**config.mk**
```make
export PLATFORM = sky130hd
export DESIGN_NAME = iir_decimator
export DESIGN_NICKNAME = d
export VERILOG_FILES = /design/src/rtl/fixed_pkg.sv /design/src/rtl/out_hold_reg.sv /design/src/rtl/iir_decimator.sv
export SDC_FILE = /design/constraint.sdc
export NUM_CORES = 1
export LEC_CHECK = 0
export CORE_UTILIZATION = 56
export DETAILED_ROUTE_END_ITERATION = 10
export DONT_BUFFER_PORTS = 1
export HOLD_SLACK_MARGIN = 0.02
export PLACE_DENSITY = 0.74
export SYNTH_ARGS = -nofsm -noshare
export SYNTH_HDL_FRONTEND = slang
export SYNTH_HIERARCHICAL = 1
export SYNTH_SLANG_ARGS = --single-unit
```
**constraint.sdc**
```tcl
create_clock -name clock -period 2 [get_ports clock]
set_input_delay 0.4 -clock clock [delete_from_list [all_inputs] [get_ports clock]]
set_output_delay 0.4 -clock clock [all_outputs]
set_load 0.05 [all_outputs]
```
**src/rtl/fixed_pkg.sv**
```systemverilog
// Shared fixed-point definitions for the filter_iir / iir_decimator audio chain.
// Holds the default sample format S(9,7), the signed sample type and the
// accumulator-width helper that sizes a sum of 2^log2dec samples so it cannot overflow.
package fixed_pkg;

  localparam int NB_SAMPLE_DFLT  = 9;
  localparam int NBF_SAMPLE_DFLT = 7;

  typedef logic signed [NB_SAMPLE_DFLT-1:0] sample_t;

  // A sum of 2^log2dec values of nb signed bits needs log2dec extra bits.
  function automatic int acc_width(input int nb, input int log2dec);
    return nb + log2dec;
  endfunction

endpackage

```
**src/rtl/out_hold_reg.sv**
```systemverilog
// Purpose: one-entry valid/ready holding register for decimated results, with sticky overflow.
// Latency: a result presented on res_vld is visible on y_dat/y_vld after one clock edge.
// Backpressure: a result arriving while full and not consumed is dropped and sets ovf.
// Ports: clock, i_reset (async active-low); res_dat/res_vld in; y_dat/y_vld/y_rdy out
//        handshake; ovf sticky drop flag, cleared only by reset.
module out_hold_reg
  import fixed_pkg::*;
#(
  parameter int W = NB_SAMPLE_DFLT
) (
  input  logic                clock,
  input  logic                i_reset,
  input  logic signed [W-1:0] res_dat,
  input  logic                res_vld,
  output logic signed [W-1:0] y_dat,
  output logic                y_vld,
  input  logic                y_rdy,
  output logic                ovf
);

  // Space is available when empty or when the current entry leaves this cycle,
  // which lets a back-to-back load happen with no bubble.
  logic take;
  assign take = !y_vld || y_rdy;

  always_ff @(posedge clock or negedge i_reset) begin
    if (!i_reset) begin
      y_dat <= '0;
      y_vld <= 1'b0;
      ovf   <= 1'b0;
    end else begin
      if (res_vld) begin
        if (take) begin
          y_dat <= res_dat;
          y_vld <= 1'b1;
        end else begin
          ovf <= 1'b1;
        end
      end else if (y_rdy) begin
        // Handshake with nothing new behind it: y_dat keeps its last value.
        y_vld <= 1'b0;
      end
    end
  end

endmodule

```
**src/rtl/iir_decimator.sv**
```systemverilog
// Purpose: decimate the filter_iir stream by 2^LOG2_DEC with accumulate-and-dump averaging.
// Latency: y_valid_o rises on the edge that samples the DEC-th valid input.
// Backpressure: input never stalls; a result finding the output full is dropped, ovf_o set.
// Ports: clock, i_reset (async active-low); x_i/x_valid_i input samples;
//        y_o/y_valid_o/y_ready_i averaged output handshake; ovf_o sticky drop flag.
// Build option: define IIR_DECIMATOR_ROUND_EN for round-half-up averaging
//               (default is floor, with no extra adder).
module iir_decimator
  import fixed_pkg::*;
#(
  parameter int NB_SAMPLE  = NB_SAMPLE_DFLT,
  parameter int NBF_SAMPLE = NBF_SAMPLE_DFLT,
  parameter int LOG2_DEC   = 3,
  parameter int NB_ACC     = acc_width(NB_SAMPLE, LOG2_DEC)
) (
  input  logic                        clock,
  input  logic                        i_reset,
  input  logic signed [NB_SAMPLE-1:0] x_i,
  input  logic                        x_valid_i,
  output logic signed [NB_SAMPLE-1:0] y_o,
  output logic                        y_valid_o,
  input  logic                        y_ready_i,
  output logic                        ovf_o
);

  // The fractional point only travels with the data; it must lie inside the word.
  if (LOG2_DEC < 1 || LOG2_DEC > 6 || NBF_SAMPLE >= NB_SAMPLE ||
      NB_ACC != NB_SAMPLE + LOG2_DEC) begin : g_param_check
    $error("iir_decimator: illegal parameter combination");
  end

  // DEC-1 is all ones, so the counter wraps to 0 by plain increment.
  localparam logic [LOG2_DEC-1:0] CNT_LAST = '1;

  logic [LOG2_DEC-1:0]        cnt;
  logic signed [NB_ACC-1:0]   acc;
  logic signed [NB_ACC-1:0]   x_ext;
  logic signed [NB_ACC-1:0]   sum;
  logic signed [NB_SAMPLE-1:0] res;
  logic                       dump;

  assign x_ext = NB_ACC'(x_i);
  assign sum   = acc + x_ext;
  assign dump  = x_valid_i && (cnt == CNT_LAST);

`ifdef IIR_DECIMATOR_ROUND_EN
  // Adding half an output LSB before the floor shift rounds half up; the
  // accumulator headroom still covers the extra term at both extremes.
  localparam logic signed [NB_ACC-1:0] HALF_LSB = NB_ACC'(2 ** (LOG2_DEC - 1));
  assign res = NB_SAMPLE'((sum + HALF_LSB) >>> LOG2_DEC);
`else
  // Arithmetic shift of the full sum = floor of the average; always in range.
  assign res = NB_SAMPLE'(sum >>> LOG2_DEC);
`endif

  always_ff @(posedge clock or negedge i_reset) begin
    if (!i_reset) begin
      acc <= '0;
      cnt <= '0;
    end else if (x_valid_i) begin
      cnt <= cnt + 1'b1;
      acc <= dump ? '0 : sum;
    end
  end

  out_hold_reg #(
    .W(NB_SAMPLE)
  ) u_out_hold_reg (
    .clock   (clock),
    .i_reset (i_reset),
    .res_dat (res),
    .res_vld (dump),
    .y_dat   (y_o),
    .y_vld   (y_valid_o),
    .y_rdy   (y_ready_i),
    .ovf     (ovf_o)
  );

endmodule

```
==> metrics.yaml, run 1 <==
outcome:
  status: "complete, but fails checks"
  failed_checks: "setup timing"
routing:
  wl_met1_um: 1470
  drt-total-wl_um: 3490
  vias_per_cell: 5.89
  wl_met2_um: 1850
  drtAntennaViolNets: 0
  wl_met3_um: 118
  vias: 1207
  drc: 0
  first_pass_iters: 4
  highest_layer: "met4"
  routedWlPerCell_um: 17.0
  drt-initial-drc-count: 28
die:
  ioPinCount: 24
  core_um2: 2570
  fp-row-count: 18
  die_w_um: 54.8
  dieArea_um2: 3010
  start_util_pct: 60.9
  die_height_um: 54.8
global_route:
  antenna_found_initial: 0
  grt_use_total_pct: 24.5
  overflow: 0
  grt_max_degree: 27
  grt_pass1_vias: 1207
  grt_pass1_wl_um: 5090
logic_synthesis:
  async_reset_ff_share_pct: 100
  yosysWarningCount: 6
  synth_top_area_cell: "dfrtp_1"
  synth-seq-cells: 26
  synth-main-ff-cell: "dfrtp_1"
  syn_area_um2: 1560
  ys_seq_area_share_pct: 41.6
  synth_area_per_cell_um2: 10.5
  synth_fp_nets: 176
  yosysUniqueCellTypes: 40
  synth_edf_count: 0
  synth_top_area_share_pct: 41.6
  netlist_instances: 149
  synthTopCellsByArea: "dfrtp_1 (42%), ha_1 (10%), mux2_2 (7.9%)"
timing:
  fmax_mhz: 468
  timing.hold.ws_ns: 0.147
  slew_viol_final: 0
  max_slew_margin_pct: 67.3
  timing.final.hold_violations: 0
  setup_viol: 12
  setup_ws_ns: -0.136
  fin_crit_sh_pct: 107
  tightest_slew_ns: 0.490
  layout_min_cycle_time_ns: 2.14
  rsz0062_at_grt: "yes"
  fin_skew_ns: 0.00665
finish:
  layout-drive-gt1-share_pct: 37.7
  utilization_pct: 78.5
  fin_cells: 205
  n_fill_cell: 160
  nets: 203
  antennaDiodeCount: 0
  multi_input_area_um2: 996
  syn_to_final_growth_pct: 28.8
  regArea_um2: 651
power_and_ir_drop:
  switching_share_pct: 44.0
  leakagePower_uw: 0.000950
  power_frac_seq_pct: 35.4
  intPower_uw: 2110
  vdd_drop_max_mv: 1.37
  power.density_nw_per_um2: 1880
  switching_power_uw: 1660
  share_comb_of_total_power_pct: 54.9
  power_frac_clock_pct: 9.7
worst_setup_path:
  rrSetupSlack_ns: -0.14
  worstPathArrival_ns: 2.36
  crit_path_end_kind: "flip-flop"
  path_max_fanout: 2
  required_ns: 2.23
  start_kind: "flip-flop"
  critPathKind: "flip-flop to flip-flop"
cts:
  cts.path.max_buffers: 2
  cts-root-buf: "clkbuf_4"
  cts_tree: "yes"
  cts.sinks: 26
  htreeDepth: 1
  clkTransAtPathRegs_ns: 0.15
  clk_latency_ns: 0.33
  numCtsBuffers: 3
place:
  port_buffers: 0
  dp_cells: 188
  pre_cts_slack_ns: -0.165
  gp_congestion: 0.836
  place_hpwl_um: 2270
worst_hold_path:
  hold_path.class: "input pin to flip-flop"
flow_run:
  maxCapViolCount: 0
==> cell usage in the layout, fill, tap and decap left out, types with 4 or more instances in the layout <==
master / n
dfrtp_1: 26
mux2_4: 4
mux2_2: 7
ha_4: 4
nor2_1: 6
ha_1: 8
nand2_1: 4
buf_4: 23
o22ai_1: 5
xor2_1: 5
inv_1: 19
==> worst paths after layout <==
check | from | to | depth (start not counted)
max in group asynchronous | i_reset | u_out_hold_reg/ovf | 2
min in group asynchronous | i_reset | acc[1] | 2
min | x_valid_i | cnt[0] | 1
max | acc[0] | u_out_hold_reg/y_dat[7] | 10
max reg2reg | acc[0] | u_out_hold_reg/y_dat[7] | 10
min reg2reg | cnt[0] | cnt[0] | 1
==> final cells by class <==
cell class / count / area share [%]
Multi-Input combinational cell: 100 / 49.4
Sequential cell: 26 / 32.3
Clock buffer: 3 / 1.12
Clock inverter: 1 / 1.49
Inverter: 20 / 3.73
Tap cell: 30 / 1.86
Timing Repair Buffer: 25 / 10.1
==> cells by family (layout without fill, tap and decap cells) <==
group,count (synthesis),count (layout),synth area share (%)
buffers and inverters,23,49,5.52
and+or+nand+nor,32,32,12.4
adders and majority gates,14,14,11.7
xor gates and xnor gates,9,9,5.04
muxes,11,11,7.92
DFF,26,26,41.6
AOI/OAI and AO/OA,34,34,15.8
==> routing by layer <==
layer  global-route usage (%)  up-vias
li1                         -      571
met1                     28.0      595
met2                     46.2       35
met3                     3.61        6
met4                     7.26        0
met5                        0        -
==> Yosys cell counts, types with 2 or more instances <==
cell type and count:
dfrtp_1 26, inv_1 20, ha_1 13, mux2_2 11, nor2_1 7, o22ai_1 6, xor2_1 6, nand2_1 5
a21oi_1 4, o21ai_0 4, a21o_1 3, clkbuf_1 3, o21bai_1 3, o32ai_1 3, xnor2_1 3, nand2b_1 2
nand3_1 2, nand3b_1 2, nor2b_1 2, nor3_1 2, nor3b_1 2, o21a_1 2
==> critical path: stages, from the launching register on <==
cell and delay (ns):
dfrtp_1 0.38, ha_2 0.19, inv_2 0.04, fa_2 0.36
nor2b_4 0.14, o211ai_2 0.11, a21boi_2 0.18, o311a_1 0.21
o21a_1 0.14, nor2_1 0.05, mux2_2 0.25
==> metrics by stage <==
stage	total power, uW	TNS, ns	instance area [um2]
finish	3780	-0.925	2010
CTS	3570	-0.478	1930
floorplan	2420	-0.0306	1570
global route	4040	-2.34	2010
global placement	2790	-0.399	1690
detailed placement	2870	-0.889	1690
==> power groups by stage <==
stage | sequential [uW] | clock [uW] | combinational, uW
after global placement | 1310 | 0 | 1480
final | 1340 | 366 | 2070
after global routing | 1380 | 385 | 2270
after CTS | 1330 | 371 | 1870
after detailed placement | 1320 | 0 | 1550
after floorplan | 1300 | 0 | 1120
==> sequential cells by signal (all words and copies together) (netlist names) <==
register and count:
acc 12, cnt 3, u_out_hold_reg/ovf 1, u_out_hold_reg/y_dat 9, u_out_hold_reg/y_vld 1
==> repair_timing <==
item,4_1_cts,5_1_grt
hold endpoints to repair,26,0
setup buffers,8,3
pin swaps,15,10
resized for setup,20,12
setup endpoints to repair,10,15
hold buffers,2,0
cloned,0,0
Note: power is estimated with default switching activity, not from simulation.
==> inputs of run 2 (changes only) <==
--- a/config.mk
+++ b/config.mk
@@ -5,11 +5,11 @@
 export SDC_FILE = /design/constraint.sdc
 export NUM_CORES = 1
 export LEC_CHECK = 0
-export CORE_UTILIZATION = 56
+export CORE_UTILIZATION = 45
 export DETAILED_ROUTE_END_ITERATION = 10
 export DONT_BUFFER_PORTS = 1
 export HOLD_SLACK_MARGIN = 0.02
-export PLACE_DENSITY = 0.74
+export SLEW_MARGIN = 10
 export SYNTH_ARGS = -nofsm -noshare
 export SYNTH_HDL_FRONTEND = slang
 export SYNTH_HIERARCHICAL = 1
==> run 2 against run 1 <==
Compared with the run above:
- the flow still finishes with violations (setup timing)
- register-to-register slack barely moved
- count of clock-buffer cells in the layout did not move
- routed wire length fell by 12%
- critical path type unchanged
- clock skew rose by 0.0031 ns
- fmax fell by 0.56%
- setup slack got worse by 0.012 ns
- first-iteration DRC count fell by 32%
- sequential share of layout area rose by 1.5 points
- largest cell class unchanged
- sequential power barely moved
- cell area fell by 4.4%
- critical path depth did not move
- non-clock buffer count fell by 8
==> metrics.yaml, run 2 (synthesized netlist as in run 1, its figures left out) <==
finish:
  top_register: "acc"
  layout-drive-gt1-share_pct: 33.7
  largest_reg_flops: 12
  top_regs: "acc x12, u_out_hold_reg/y_dat x9, cnt x3"
  utilization_pct: 57.7
  syn_to_final_growth_pct: 23.1
  antennaDiodeCount: 0
  nets: 195
  mostFrequentLayoutCells: "dfrtp_1 (26), inv_1 (19), buf_4 (14)"
  fin_cells: 212
  final_common_cell: "dfrtp_1"
routing:
  routedWlPerCell_um: 14.4
  first_pass_iters: 4
  drt-total-wl_um: 3060
  drt-initial-drc-count: 19
  vias: 1134
  vias_per_cell: 5.35
  drc: 0
  drtAntennaViolNets: 0
worst_setup_path:
  slowest_delay_ns: 0.40
  start_kind: "flip-flop"
  path_max_fanout: 2
  crit_path_end_kind: "flip-flop"
  critPathTopFamily: "compound AO/OA/AOI/OAI gates"
  worstPathArrival_ns: 2.36
  crit_chain: "ha_2, inv_2, fa_2, nor2b_4, o211ai_2, a21boi_2, o311a_1, nor3_2, nor2_1, mux2_2"
  crit_slowest_cell: "dfrtp_1"
  worst-path-buf-inv: 1
  critPathKind: "flip-flop to flip-flop"
  required_ns: 2.21
timing:
  fin_skew_ns: 0.00974
  rsz0062_at_grt: "yes"
  fin_crit_sh_pct: 107
  setup_ws_ns: -0.148
  max_slew_margin_pct: 67.9
  timing.final.hold_violations: 0
  tightest_slew_ns: 0.482
  timing.hold.ws_ns: 0.165
  layout_min_cycle_time_ns: 2.15
  setup_tns_ns: -0.503
  slew_viol_final: 0
  fmax_mhz: 466
  setup_viol: 6
outcome:
  failed_checks: "setup timing"
  status: "complete, but fails checks"
global_route:
  grt_pass1_wl_um: 4890
  grt_max_degree: 27
  grt_pass1_vias: 1185
  grt_use_total_pct: 17.6
  antenna_found_initial: 0
  overflow: 0
place:
  dp_cells: 203
  place_hpwl_um: 2190
  gp_congestion: 0.833
  port_buffers: 0
flow_run:
  maxCapViolCount: 0
cts:
  cts-root-buf: "clkbuf_4"
  htreeDepth: 1
  clkTransAtPathRegs_ns: 0.13
  cts_tree: "yes"
  cts.path.max_buffers: 2
  numCtsBuffers: 3
  clk_latency_ns: 0.31
  cts.sinks: 26
power_and_ir_drop:
  leakagePower_uw: 0.000888
  power.density_nw_per_um2: 1740
  vdd_drop_max_mv: 1.03
  p_total_uw: 3360
die:
  die_w_um: 61.0
  dieArea_um2: 3720
  core_um2: 3340
  ioPinCount: 24
  fp-row-count: 21
  start_util_pct: 46.9
  die_height_um: 61.0
worst_hold_path:
  hold_path.class: "input pin to flip-flop"
## run 2: layer usage
| metal | wire [um] | GRT usage, % |
|---|---|---|
| met1 | 1370 | 19.7 |
| met2 | 1600 | 33.9 |
| met3 | 72 | 3.41 |
| met4 | 20 | 4.55 |
| met5 | 0 | 0 |
## run 2: through the flow
| step | setup WS (ns) | cell area [um2] |
|---|---|---|
| after floorplan | -0.0306 | 1570 |
| after global placement | -0.119 | 1700 |
| after detailed placement | -0.178 | 1700 |
| after CTS | -0.0901 | 1800 |
| after global routing | -0.297 | 1930 |
| final | -0.148 | 1930 |
## run 2: report_power, final
group | switching [uW] | leakage [uW] | internal (uW)
Clock | 140 | 0.0000138 | 70.2
Sequential | 542 | 0.000316 | 781
Combinational | 854 | 0.000558 | 971
Total | 1540 | 0.000888 | 1820
## run 2: worst reg2reg max path, stage by stage (launching register included)
cell and delay, ns:
dfrtp_1 0.40, ha_2 0.19, inv_2 0.07, fa_2 0.22, nor2b_4 0.05, o211ai_2 0.16, a21boi_2 0.09, o311a_1 0.33
nor3_2 0.21, nor2_1 0.07, mux2_2 0.26
## run 2: final timing paths
kind / start / cells past startpoint / to / slack (ns)
max: acc[0] / 10 / u_out_hold_reg/y_dat[7] / -0.15
min reg2reg: cnt[0] / 1 / cnt[0] / 0.49
min: x_valid_i / 1 / acc[10] / 0.16
max reg2reg: acc[0] / 10 / u_out_hold_reg/y_dat[7] / -0.15
max in group asynchronous: i_reset / 2 / acc[5] / 1.34
min in group asynchronous: i_reset / 2 / acc[9] / 0.50
## run 2: repair_timing
item,in CTS,in global routing
resized for setup,11,17
hold endpoints to repair,26,0
endpoints found under the setup margin,9,10
buffers inserted,1,3
hold buffers,2,0
pin swaps,6,14
gates cloned,0,0
## run 2: layout make-up
type	instances	area, um2
Clock buffer	3	22.5
Multi-Input combinational cell	100	973
Inverter	20	75.1
Sequential cell	26	651
Tap cell	46	57.6
Fill cell	307	1410
Timing Repair Buffer	17	146
